===== src/rtl/mano_seq_ctrl.sv =====
// mano_seq_ctrl -- timing and control sequencer for the Mano basic computer.
//
// Holds the sequence counter SC and decodes it into one-hot timing signals,
// latches the opcode and indirect bit from the instruction register and
// decodes the opcode one-hot, and reports which instruction phase the
// machine is in.
//
// Optional feature macro: MANO_INTR_EN
//   defined   -> interrupt-cycle flip-flop R, INTR phase and intr_ack built
//   undefined -> r_flag/intr_ack stay 0, ien/irq ignored, phase never INTR
//
// Parameters
//   SC_W      sequence counter width
//   T_STATES  number of timing states (4 .. 2**SC_W); SC counts modulo this
//   OP_W      opcode width; d_onehot is 2**OP_W wide
//
// Ports
//   clk, rst        rising-edge clock, asynchronous active-high reset
//   sc_en, sc_clr   increment / clear SC (clear wins)
//   ir_ld, ir_in    latch {I, opcode} from the instruction register
//   ien, irq        interrupt enable and request (level)
//   t_onehot        bit k high when SC == k
//   d_onehot        bit k high when latched opcode == k
//   i_bit           latched indirect bit
//   sc_val          current SC value
//   phase           0 FETCH, 1 DECODE, 2 EXEC, 3 INTR
//   r_flag          interrupt-cycle flip-flop R
//   intr_ack        one-cycle pulse after the interrupt cycle completes
//   sc_ovf          sticky: SC wrapped past T_STATES-1
module mano_seq_ctrl #(
  parameter int SC_W     = 4,
  parameter int T_STATES = 16,
  parameter int OP_W     = 3
) (
  input  logic                   clk,
  input  logic                   rst,
  input  logic                   sc_en,
  input  logic                   sc_clr,
  input  logic                   ir_ld,
  input  logic [OP_W:0]          ir_in,
  input  logic                   ien,
  input  logic                   irq,
  output logic [T_STATES-1:0]    t_onehot,
  output logic [(1<<OP_W)-1:0]   d_onehot,
  output logic                   i_bit,
  output logic [SC_W-1:0]        sc_val,
  output logic [1:0]             phase,
  output logic                   r_flag,
  output logic                   intr_ack,
  output logic                   sc_ovf
);

  localparam int D_W = 1 << OP_W;
  localparam logic [SC_W-1:0] SC_LAST = SC_W'(T_STATES - 1);
  localparam logic [SC_W-1:0] SC_T1   = SC_W'(1);
  localparam logic [SC_W-1:0] SC_T2   = SC_W'(2);
  localparam logic [SC_W-1:0] SC_T3   = SC_W'(3);

  typedef enum logic [1:0] {
    PH_FETCH  = 2'd0,
    PH_DECODE = 2'd1,
    PH_EXEC   = 2'd2,
    PH_INTR   = 2'd3
  } phase_t;

  logic [SC_W-1:0] sc_reg, sc_next;
  logic [OP_W-1:0] op_reg;
  logic            i_reg;
  logic            r_reg, r_next;
  logic            ack_reg, ack_next;
  logic            ovf_reg, ovf_next;
  logic            intr_done;
  logic            r_set;
  phase_t          phase_cur;

`ifdef MANO_INTR_EN
  // The interrupt cycle is T0..T2; advancing out of T2 ends it.
  assign intr_done = r_reg && (sc_reg == SC_T2) && sc_en;
  // Only armed during execute (T3 and later) so the current instruction's
  // own sc_clr still lands before the interrupt cycle starts at T0.
  assign r_set     = !r_reg && (sc_reg >= SC_T3) && ien && irq && sc_en;
`else
  logic unused_intr_inputs;
  assign unused_intr_inputs = ien ^ irq;
  assign intr_done = 1'b0;
  assign r_set     = 1'b0;
`endif

  always_comb begin
    sc_next  = sc_reg;
    ovf_next = ovf_reg;
    r_next   = r_reg;
    ack_next = intr_done;

    if (intr_done) begin
      sc_next = '0;
    end else if (sc_clr) begin
      sc_next = '0;
    end else if (sc_en && (sc_reg == SC_LAST)) begin
      // Wrap is modulo T_STATES, not the natural 2**SC_W roll-over.
      sc_next  = '0;
      ovf_next = 1'b1;
    end else if (sc_en) begin
      sc_next = sc_reg + 1'b1;
    end

    // Set and completion are mutually exclusive (sc >= 3 vs sc == 2).
    if (r_set) begin
      r_next = 1'b1;
    end else if (intr_done) begin
      r_next = 1'b0;
    end
  end

  always_ff @(posedge clk or posedge rst) begin
    if (rst) begin
      sc_reg  <= '0;
      op_reg  <= '0;
      i_reg   <= 1'b0;
      r_reg   <= 1'b0;
      ack_reg <= 1'b0;
      ovf_reg <= 1'b0;
    end else begin
      sc_reg  <= sc_next;
      r_reg   <= r_next;
      ack_reg <= ack_next;
      ovf_reg <= ovf_next;
      if (ir_ld) begin
        op_reg <= ir_in[OP_W-1:0];
        i_reg  <= ir_in[OP_W];
      end
    end
  end

  always_comb begin
    phase_cur = PH_EXEC;
    if (r_reg) begin
      phase_cur = PH_INTR;
    end else if (sc_reg <= SC_T1) begin
      phase_cur = PH_FETCH;
    end else if (sc_reg == SC_T2) begin
      phase_cur = PH_DECODE;
    end
  end

  genvar gi;
  generate
    for (gi = 0; gi < T_STATES; gi++) begin : g_t_dec
      assign t_onehot[gi] = (sc_reg == SC_W'(gi));
    end
    for (gi = 0; gi < D_W; gi++) begin : g_d_dec
      assign d_onehot[gi] = (op_reg == OP_W'(gi));
    end
  endgenerate

  assign i_bit    = i_reg;
  assign sc_val   = sc_reg;
  assign phase    = phase_cur;
  assign r_flag   = r_reg;
  assign intr_ack = ack_reg;
  assign sc_ovf   = ovf_reg;

endmodule


===== config.mk =====
export PLATFORM = sky130hd
export DESIGN_NAME = mano_seq_ctrl
export DESIGN_NICKNAME = d
export VERILOG_FILES = /design/src/rtl/mano_seq_ctrl.sv
export SDC_FILE = /design/constraint.sdc
export NUM_CORES = 1
export LEC_CHECK = 0
export CORE_UTILIZATION = 38
export DETAILED_ROUTE_END_ITERATION = 7
export PLACE_DENSITY_LB_ADDON = 0.2
export SYNTH_ARGS = -nofsm -noshare
export SYNTH_HDL_FRONTEND = slang
export SYNTH_SLANG_ARGS = --single-unit

===== constraint.sdc =====
create_clock -name clk -period 1.9 [get_ports clk]
set_input_delay 0.19 -clock clk [delete_from_list [all_inputs] [get_ports clk]]
set_output_delay 0.19 -clock clk [all_outputs]
set_load 0.05 [all_outputs]

# == Word-level counts from Yosys, hierarchy flattened ==
# Cells that the tools add are included.
# totals
register_bits,9
input_bits,11
out_inout_bits,34
wordCells,39
# classes
add_sub_neg,1
magnitude_cmp,1
eq_ne,22
muxes,5
n_bitwise,1
n_reduce_logical,5
# ops
operator,count
"4-bit == test, second input constant",8
"4-bit by 3-bit == test with 1-bit output, second input constant",4
"3-bit == test, second input constant",4
4-bit two-way mux,3
"4-bit by 2-bit == test with 1-bit output, second input constant",2
"3-bit by 2-bit == test with 1-bit output, second input constant",2
"4-bit by 1-bit adder with 4-bit output, second input constant",1
"4-bit by 1-bit == test with 1-bit output, second input constant",1
"4-bit by 1-bit less-or-equal comparator with 1-bit output, second input constant",1
4-bit zero test,1
2-bit two-way mux,2
"3-bit by 1-bit == test with 1-bit output, second input constant",1
3-bit zero test,1
3-bit nonzero test,1
2-bit AND reduction,1
1-bit logical AND,1
1-bit NOT,1

# == Logic depth before layout (Yosys ltp) ==
# Gate-level depths: netlist of run 1.
# depth
word_depth,4
depth_mapped,4
ltp_nobuf,4

# == Worst setup path before layout of run 1 ==
# OpenSTA, ideal clock, no wires.
# synth_path
kind,register to output
startpoint,register sc_reg[0] (netlist: sc_val[0])
endpoint,output phase[1]
arrival_time_ns,2.335
t_required_ns,1.710
path_slack_ns,-0.625
stages_incl_launch_ff,4
path_buffers,0
cell_sequence,dfrtp_1 > inv_1 > ha_1 > o31ai_1
# synth_via
elab_chain_len,3
word_cells_on_any_way,4
cone_classes,order compare (1); eq/ne (1); mux (2)
# synth_rtl
item,line,source
from (decl),66,"logic [SC_W-1:0] sc_reg, sc_next;"
from (signal assigned),124,sc_reg <= sc_next;
"parallel branches: the longest is 2 deep, another holds 4-bit by 1-bit less-or-equal comparator with 1-bit output",n/a,
2-bit two-way mux (*),139,end else if (sc_reg <= SC_T1) begin
to (decl),47,"output logic [1:0] phase,"
# Mark *: on every way between the ends.

# == Worst setup path after layout of run 1 ==
# layout_path
startpoint,register sc_reg[0] (netlist: sc_val[0])
endpoint,output phase[0]
# Same word-level chain as after synthesis.

==> implementation parameters, run 1 <==
Parameter                              Value

STA
  Max-slew violations ... 0
  Fmax ... 0.551 GHz
  Fin. Hold Viols ... 0
  Period utilisation layout ... 95.4%
  Min Clock Period, post-route ... 1.81 ns
  Setup clock skew after layout ... 0.00351 ns
  Unrepaired setup endpoints after global routing ... true
  Summed negative setup slack over all endpoints ... 0 ns
  Final Setup Violations ... 0
  Worst Slack Setup Final ... 0.0867 ns

Critical path
  Launching element type of the critical path ... flop
  Critical Path End Type ... output pin
  Depth of the most critical reg-to-reg path ... 3
  Slowest-stage cell, CP ... sky130_fd_sc_hd__dfrtp_2
  Worst reg2reg startpoint ... sc_val[0]
  Worst path required time ... 1.71 ns
  R2R Path End ... sc_ovf
  Register-to-Register Setup Slack ... 0.56 ns
  Crit path DAT ... 1.62 ns
  Peak per-stage delay on the critical path ... 0.46 ns
  Maximum fanout along the worst path ... 9
  Critical path start-end classification ... reg -> out
  Cells along the critical path ... inv_1 > ha_2 > and2_4 > nor3b_4 > buf_12

Floorplanning
  Die span in x ... 44.8 um
  Top-level port count ... 45
  Placement row count ... 15
  DIE HEIGHT ... 44.8 um
  Overall die area ... 2010 um2
  Starting density of the core ... 40.3%
  Core Box Area ... 1730 um2

Clock tree
  Clk Latency, worst-skew pair ... 0.25 ns
  Num CTS Buffers ... 3
  Max Buffers Root-to-Sink ... 2
  Clock tree from TritonCTS ... yes
  Clock Tree Root ... sky130_fd_sc_hd__clkbuf_4
  Count of clock tree sinks ... 9
  Maximum level of the CTS H-tree ... 1
  Setup repair bufs after CTS ... 0
  Clk slew on worst S/H paths ... 0.06 ns

Place
  Post-DP HPWL ... 1420 um
  Area after detailed placement ... 1260 um2
  Routability cong. ... 0.777
  Total instance count after detailed placement ... 136
  Pre-CTS setup slack ... 0.317 ns
  Port Buffer Count ... 40

Routing
  Detailed Route Iter0 Violations ... 15
  Routed wire per std cell ... 12.5 um
  Count of vias placed by the detailed router ... 680
  Drt total wl ... 1750 um
  Drt drc ... 0
  Post-DR vias/cell ... 4.86
  DRT antenna net count ... 0
  Number of detailed-route iterations in the first pass ... 4

Power
  Max IR drop VDD ... 409 uV
  Power density over the cells ... 517 nW/um2
  Leak ... 0.583 nW

Global routing
  Via count of the first global-routing pass ... 554
  GR Util All Layers ... 19.3%
  Antenna violations before repair ... 0
  Sum of overflow across all layers after global routing ... 0
  First-pass GRT wire length ... 2750 um
  Pin count of the biggest net entering global routing ... 12

Synth
  Ys async rst share ... 100%
  Top_reg_cell synth ... sky130_fd_sc_hd__dfrtp_1
  Synthesized flop and latch total ... 9
  Syn. warnings ... 0
  Number of distinct standard cells referenced by the synthesized netlist ... 26
  Avg Inst Size Synth ... 8.92 um2
  Gate count after technology mapping ... 78
  Number of synthesized flops with an enable pin ... 0
  Cell area after synthesis ... 696 um2
  Sequential fraction of the synthesis area ... 32.4%

Finish
  Non-filler cells in the finished layout ... 140
  Antenna diode count ... 0
  Area delta synth->final ... 85.4%
  Final net count ... 132
  Fraction of layout instances using a drive strength above 1 ... 37.4%
  Max FFs per register ... 4
  Final core occ ... 74.7%
  Post-route cell area ... 1290 um2

Outcome
  Status ... completed

Min path
  Class of the most critical hold timing path ... in -> async

Job
  # Max-Cap Violations ... 0
[per-stage QoR]
step | hold slack (ns) | power (mW)
after floorplan | 0.0178 | 0.421
final | 0.193 | 0.667
after global placement | 0.451 | 0.525
after detailed placement | 0.461 | 0.530
after global routing | 0.251 | 0.700
after CTS | 0.195 | 0.674
[worst max-delay path, delay by kind of cell, from the launching register on]
kind          cells  cell delay (ns)
flops             1             0.46
simple gates      2             0.39
buf+inv           2             0.28
fa+ha+maj         1             0.25
[power by group]
group	internal, mW	total, mW	switching (mW)	leakage (nW)
clock	0.0805	0.141	0.0604	0.0150
sequential	0.205	0.228	0.0229	0.112
combinational	0.120	0.299	0.179	0.456
[synth_stat cells, types with 2 or more instances]
| cell type | n | area share, % |
|---|---|---|
| sky130_fd_sc_hd__mux2_2 | 4 | 6.5 |
| sky130_fd_sc_hd__mux2i_1 | 2 | 2.9 |
| sky130_fd_sc_hd__and2_1 | 12 | 11 |
| sky130_fd_sc_hd__clkbuf_1 | 3 | 1.6 |
| sky130_fd_sc_hd__nand2_1 | 4 | 2.2 |
| sky130_fd_sc_hd__ha_1 | 5 | 9.0 |
| sky130_fd_sc_hd__nor3b_1 | 3 | 3.2 |
| sky130_fd_sc_hd__nor3_1 | 2 | 1.4 |
| sky130_fd_sc_hd__buf_4 | 3 | 3.2 |
| sky130_fd_sc_hd__a21oi_1 | 4 | 2.9 |
| sky130_fd_sc_hd__dfrtp_1 | 9 | 32 |
| sky130_fd_sc_hd__and3_1 | 5 | 4.5 |
| sky130_fd_sc_hd__nor2_1 | 6 | 3.2 |
| sky130_fd_sc_hd__inv_1 | 4 | 2.2 |
[logic make-up (layout without fill, tap and decap cells)]
| family | Yosys count | after routing | synth area share, % |
|---|---|---|---|
| buffers and inverters | 12 | 48 | 9.35 |
| flip-flops | 9 | 9 | 32.4 |
| multiplexers | 6 | 6 | 9.35 |
| other | 1 | 2 | 0.539 |
| adder cells (fa/ha/maj) | 5 | 5 | 8.99 |
| AND/OR/NAND/NOR | 37 | 37 | 32.6 |
| AO/OA/AOI/OAI | 8 | 8 | 6.84 |
[worst max path at each step]
stage | depth (start not counted) | from | slack [ns] | endpoint
finish | 5 | sc_val[0] | 0.09 | phase[0]
global route | 5 | sc_val[0] | -0.03 | phase[0]
CTS | 5 | sc_val[0] | 0.04 | phase[0]
detailed placement | 5 | sc_val[0] | 0.32 | phase[0]
global placement | 5 | sc_val[0] | 0.35 | phase[0]
floorplan | 2 | op_reg[2] | -0.007 | d_onehot[4]
[layer usage]
| metal | routed length [um] | vias to the layer above | global-route usage, % | share of wire, % |
|---|---|---|---|---|
| met5 | 0 | - | 0 | 0 |
| met3 | 78 | 6 | 3.20 | 4.4 |
| met4 | 36 | 0 | 7.27 | 2.1 |
| li1 | - | 330 | - | - |
| met2 | 964 | 28 | 34.4 | 55 |
| met1 | 674 | 316 | 23.4 | 38 |
[final cells by class]
cell class / count / area, um2
timing repair buffer: 40 / 556
clock buffer: 4 / 26.3
multi-input combinational: 58 / 434
tap: 25 / 31.3
fill: 132 / 437
inverter: 4 / 15.0
sequential: 9 / 228
[layout by cell type (no fill, tap or decap), drive strengths merged, types with 4 or more instances in the layout]
cell / count
a21oi: 4
and2: 12
and3: 5
buf: 28
clkbuf: 4
clkdlybuf4s50: 12
dfrtp: 9
ha: 5
inv: 4
mux2: 4
nand2: 4
nor2: 7
nor3b: 4
[timing repair]
action / in CTS / in global routing
setup endpoints to repair: 0 / 1
hold buffers: 0 / 0
gates resized for setup: 0 / 1
(Power assumes the default switching activity.)
==> run 2: changes to the inputs <==
--- a/config.mk
+++ b/config.mk
@@ -5,6 +5,7 @@
 export SDC_FILE = /design/constraint.sdc
 export NUM_CORES = 1
 export LEC_CHECK = 0
+export CAP_MARGIN = 30
 export CORE_UTILIZATION = 38
 export DETAILED_ROUTE_END_ITERATION = 7
 export PLACE_DENSITY_LB_ADDON = 0.2
==> constraint.sdc (replaced) <==
create_clock -name clk -period 2.1 [get_ports clk]
set_input_delay 0.21 -clock clk [delete_from_list [all_inputs] [get_ports clk]]
set_output_delay 0.21 -clock clk [all_outputs]
set_load 0.05 [all_outputs]
==> implementation parameters, run 2 (synthesized netlist as in run 1, its figures left out) <==
Parameter                              Value

Outcome
  Status ... completed

Floorplanning
  DIE HEIGHT ... 44.8 um
  Top-level port count ... 45
  Die span in x ... 44.8 um
  Starting density of the core ... 40.3%
  Core Box Area ... 1730 um2
  Placement row count ... 15
  Overall die area ... 2010 um2

Clock tree
  Count of clock tree sinks ... 9
  Num CTS Buffers ... 3
  Setup repair bufs after CTS ... 0
  Post-cts resize count ... 0
  Clock tree from TritonCTS ... yes
  Count of hold buffers inserted by post-cts repair ... 0
  Maximum level of the CTS H-tree ... 1
  Clk Latency, worst-skew pair ... 0.26 ns
  Max Buffers Root-to-Sink ... 2
  Clk slew on worst S/H paths ... 0.06 ns
  Clock Tree Root ... sky130_fd_sc_hd__clkbuf_4

Power
  Power density over the cells ... 510 nW/um2
  Max IR drop VDD ... 365 uV
  Leak ... 0.557 nW
  Sum of internal, switching and leakage power ... 598 uW

Finish
  Final net count ... 133
  Area delta synth->final ... 68.7%
  Antenna diode count ... 0
  Non-filler cells in the finished layout ... 141
  Fraction of layout instances using a drive strength above 1 ... 27.6%
  Max FFs per register ... 4
  Commonest cells after routing, fill and taps aside ... sky130_fd_sc_hd__clkdlybuf4s50_1, sky130_fd_sc_hd__buf_4, sky130_fd_sc_hd__and2_1, sky130_fd_sc_hd__dfrtp_1, sky130_fd_sc_hd__buf_12
  Post-route cell area ... 1170 um2
  Most common cell after layout, fill and taps aside ... sky130_fd_sc_hd__clkdlybuf4s50_1

Routing
  DRT antenna net count ... 0
  Post-DR vias/cell ... 4.72
  Routed wire per std cell ... 11.3 um
  Drt total wl ... 1600 um
  Drt drc ... 0
  Number of detailed-route iterations in the first pass ... 4
  Count of vias placed by the detailed router ... 665
  Detailed Route Iter0 Violations ... 6

Global routing
  Pin count of the biggest net entering global routing ... 12
  First-pass GRT wire length ... 2420 um
  Sum of overflow across all layers after global routing ... 0
  GR Util All Layers ... 16.6%
  Antenna violations before repair ... 0
  Via count of the first global-routing pass ... 531

Place
  Post-DP HPWL ... 1310 um
  Routability cong. ... 0.805
  Area after detailed placement ... 1140 um2
  Port Buffer Count ... 40
  Total instance count after detailed placement ... 137
  Pre-CTS setup slack ... 0.325 ns

STA
  Fin. Hold Viols ... 0
  Unrepaired setup endpoints after global routing ... false
  Max-slew violations ... 0
  Setup clock skew after layout ... 0.000852 ns
  Headroom to the max-slew limit ... 66.1%
  Worst Slack Setup Final ... 0.0764 ns
  Final Setup Violations ... 0
  Period utilisation layout ... 96.4%
  Min Clock Period, post-route ... 2.02 ns
  Worst hold margin ... 0.200 ns
  Transition at the pin with the smallest max-transition slack ... 0.507 ns
  Fmax ... 0.494 GHz

Critical path
  Slowest-stage cell, CP ... sky130_fd_sc_hd__clkdlybuf4s50_1
  Peak per-stage delay on the critical path ... 0.84 ns
  Launching element type of the critical path ... flop
  Crit path DAT ... 1.81 ns
  Critical Path End Type ... output pin
  Worst path required time ... 1.89 ns
  Critical path start-end classification ... reg -> out
  Maximum fanout along the worst path ... 9
  Cells along the critical path ... nor3b_1 > clkdlybuf4s50_1

Min path
  Class of the most critical hold timing path ... in -> async

Job
  # Max-Cap Violations ... 0
-- run 2: cell types whose count changed in the layout (fill, tap and decap cells not counted) --
| cell | before | now |
|---|---|---|
| sky130_fd_sc_hd__and2_2 | 0 | 1 |
| sky130_fd_sc_hd__and2_4 | 1 | 0 |
| sky130_fd_sc_hd__buf_12 | 18 | 7 |
| sky130_fd_sc_hd__buf_4 | 10 | 12 |
| sky130_fd_sc_hd__clkdlybuf4s50_1 | 12 | 21 |
| sky130_fd_sc_hd__dfrtp_1 | 7 | 8 |
| sky130_fd_sc_hd__dfrtp_2 | 2 | 1 |
| sky130_fd_sc_hd__dlymetal6s2s_1 | 0 | 1 |
| sky130_fd_sc_hd__ha_1 | 4 | 5 |
| sky130_fd_sc_hd__ha_2 | 1 | 0 |
| sky130_fd_sc_hd__o31ai_2 | 0 | 1 |
| sky130_fd_sc_hd__o31ai_4 | 1 | 0 |
-- run 2: per-stage QoR --
step / TNS, ns / util [%]
2_1_floorplan: -0.0357 / -
3_3_place_gp: 0 / 66.3
3_5_place_dp: 0 / 66.3
4_1_cts: 0 / 67.8
5_1_grt: 0 / 68.0
6_report: 0 / 68.0
-- run 2: final timing paths --
kind | cells after the start | to | from | slack, ns
max | 2 | d_onehot[2] | op_reg[1] | 0.08
min | 2 | sc_ovf | rst | 0.20
max reg2reg | 3 | sc_ovf | sc_val[0] | 0.78
min reg2reg | 1 | sc_ovf | sc_ovf | 0.47
max in group asynchronous | 2 | sc_val[1] | rst | 1.64
min in group clk | 1 | sc_ovf | sc_ovf | 0.47
-- run 2: cell type report --
| class | instances | area [um2] |
|---|---|---|
| Fill cell | 161 | 553 |
| Timing Repair Buffer | 41 | 453 |
| Multi-Input combinational cell | 58 | 422 |
| Sequential cell | 9 | 226 |
| Tap cell | 25 | 31.3 |
| Clock buffer | 4 | 26.3 |
| Inverter | 4 | 15.0 |
-- run 2: where the power goes --
group          internal (mW)  total, mW  leakage, nW  switching [mW]
Clock                 0.0733      0.136       0.0150          0.0623
Combinational          0.100      0.256        0.428           0.156
Sequential             0.185      0.206        0.114          0.0215
-- run 2: per-layer routing --
| layer | track usage (%) | share of wire [%] | vias to the layer above |
|---|---|---|---|
| li1 | - | - | 327 |
| met1 | 21.6 | 42 | 312 |
| met2 | 28.2 | 54 | 26 |
| met3 | 1.60 | 4.6 | 0 |
| met4 | 7.27 | 0 | 0 |
| met5 | 0 | 0 | - |
-- run 2: critical path, delay by kind of cell, from the launching register on --
family / cells / cell delay (ns)
simple gates: 1 / 0.24
buf+inv: 1 / 0.84
flops: 1 / 0.48
==> run 3: changes to the inputs <==
--- a/config.mk
+++ b/config.mk
@@ -5,7 +5,7 @@
 export SDC_FILE = /design/constraint.sdc
 export NUM_CORES = 1
 export LEC_CHECK = 0
-export CAP_MARGIN = 30
+export CAP_MARGIN = 20
 export CORE_UTILIZATION = 38
 export DETAILED_ROUTE_END_ITERATION = 7
 export PLACE_DENSITY_LB_ADDON = 0.2
==> constraint.sdc (replaced) <==
create_clock -name clk -period 2.43 [get_ports clk]
set_input_delay 0.243 -clock clk [delete_from_list [all_inputs] [get_ports clk]]
set_output_delay 0.243 -clock clk [all_outputs]
set_load 0.05 [all_outputs]
==> implementation parameters, run 3 (synthesized netlist as in run 1, its figures left out) <==
Parameter                              Value

STA
  Max-slew violations ... 0
  Fin. Hold Viols ... 0
  Headroom to the max-slew limit ... 65.6%
  Setup clock skew after layout ... 0.00423 ns
  Worst hold margin ... 0.224 ns
  Worst Slack Setup Final ... 0.0987 ns
  Min Clock Period, post-route ... 2.33 ns
  Transition at the pin with the smallest max-transition slack ... 0.515 ns
  Fmax ... 0.429 GHz
  Period utilisation layout ... 95.9%
  Final Setup Violations ... 0

Global routing
  First-pass GRT wire length ... 2440 um
  Via count of the first global-routing pass ... 556
  Sum of overflow across all layers after global routing ... 0
  Pin count of the biggest net entering global routing ... 12
  Antenna violations before repair ... 0
  GR Util All Layers ... 17.3%

Routing
  Routed wire per std cell ... 11.3 um
  Number of detailed-route iterations in the first pass ... 4
  Detailed Route Iter0 Violations ... 13
  DRT antenna net count ... 0
  Drt drc ... 0
  Post-DR vias/cell ... 4.64
  Drt total wl ... 1590 um
  Count of vias placed by the detailed router ... 650

Clock tree
  Max Buffers Root-to-Sink ... 2
  Count of clock tree sinks ... 9
  Setup repair bufs after CTS ... 0
  Clk Latency, worst-skew pair ... 0.26 ns
  Clk slew on worst S/H paths ... 0.06 ns
  Clock tree from TritonCTS ... yes
  Clock Tree Root ... sky130_fd_sc_hd__clkbuf_4
  Maximum level of the CTS H-tree ... 1
  Num CTS Buffers ... 3

Critical path
  Depth of the most critical reg-to-reg path ... 3
  Critical Path End Type ... output pin
  Maximum fanout along the worst path ... 9
  Worst path required time ... 2.19 ns
  Critical path start-end classification ... reg -> out
  Crit path DAT ... 2.09 ns
  Launching element type of the critical path ... flop

Min path
  Class of the most critical hold timing path ... in -> async

Finish
  Final net count ... 132
  Fraction of layout instances using a drive strength above 1 ... 12.2%
  Antenna diode count ... 0
  Commonest cells after routing, fill and taps aside ... sky130_fd_sc_hd__clkdlybuf4s50_1, sky130_fd_sc_hd__and2_1, sky130_fd_sc_hd__dlymetal6s2s_1, sky130_fd_sc_hd__dfrtp_1, sky130_fd_sc_hd__nor2_1
  Final core occ ... 65.8%
  Most common cell after layout, fill and taps aside ... sky130_fd_sc_hd__clkdlybuf4s50_1
  Non-filler cells in the finished layout ... 140
  Max FFs per register ... 4
  Filler cell count in the final layout ... 168
  Area delta synth->final ... 63.3%

Job
  # Max-Cap Violations ... 0

Floorplanning
  Placement row count ... 15
  Starting density of the core ... 40.3%
  Overall die area ... 2010 um2
  Core Box Area ... 1730 um2
  DIE HEIGHT ... 44.8 um
  Top-level port count ... 45
  Die span in x ... 44.8 um

Place
  Pre-CTS setup slack ... 0.330 ns
  Total instance count after detailed placement ... 136
  Routability cong. ... 0.816
  Post-DP HPWL ... 1200 um
  Port Buffer Count ... 40

Power
  Leak ... 0.653 nW
  Power density over the cells ... 439 nW/um2
  Max IR drop VDD ... 344 uV

Outcome
  Status ... completed
run 3: critical path, cell delays in order, from the launching register on:
cell and delay (ns):
sky130_fd_sc_hd__dfrtp_1 0.48, sky130_fd_sc_hd__inv_1 0.12, sky130_fd_sc_hd__ha_1 0.25, sky130_fd_sc_hd__and3_1 0.18, sky130_fd_sc_hd__clkdlybuf4s50_1 0.80
run 3: where the power goes:
| part | switching (mW) | internal [mW] | leakage [nW] | total, mW |
|---|---|---|---|---|
| logic | 0.132 | 0.0743 | 0.523 | 0.206 |
| registers | 0.0182 | 0.159 | 0.115 | 0.178 |
| clock network | 0.0523 | 0.0633 | 0.0150 | 0.116 |
| total | 0.202 | 0.297 | 0.653 | 0.499 |
run 3: what timing repair did:
action | 4_1_cts | 5_1_grt
hold buffers | 0 | 0
endpoints found under the hold margin | 0 | 0
gates resized for setup | 0 | 10
endpoints found under the setup margin | 0 | 10
run 3: routing by layer:
metal	share of wire, %	up-vias	routed length, um	global-route usage [%]
met5	0	-	0	0
li1	-	327	-	-
met3	5.5	2	88	4.80
met2	48	26	760	27.6
met1	46	295	725	21.0
met4	0.76	0	12	9.70
run 3: cell type report:
cell class / count / area, um2 / share of cell area, %
repair buffers: 40 / 418 / 36.8
flip-flops and latches: 9 / 225 / 19.8
multi-input cells: 58 / 420 / 37.0
clock buffers: 4 / 26.3 / 2.31
inverters: 4 / 15.0 / 1.32
well taps: 25 / 31.3 / 2.75
run 3: worst paths after layout:
kind / slack (ns) / to / startpoint
setup / recovery: 0.1 / t_onehot[14] / sc_val[0]
hold / removal: 0.22 / sc_val[1] / rst
setup reg to reg: 1.08 / sc_ovf / sc_val[0]
hold reg to reg: 0.48 / sc_ovf / sc_ovf
max in group asynchronous: 1.96 / sc_val[3] / rst
min in group clk: 0.48 / sc_ovf / sc_ovf
run 3: metrics by stage:
step	setup TNS [ns]	total power [mW]	instance area, um2
after CTS	0	0.507	1110
after floorplan	0	0.324	711
after global routing	-0.00219	0.527	1140
after global placement	0	0.385	1080
final	0	0.499	1140
after detailed placement	0	0.388	1080
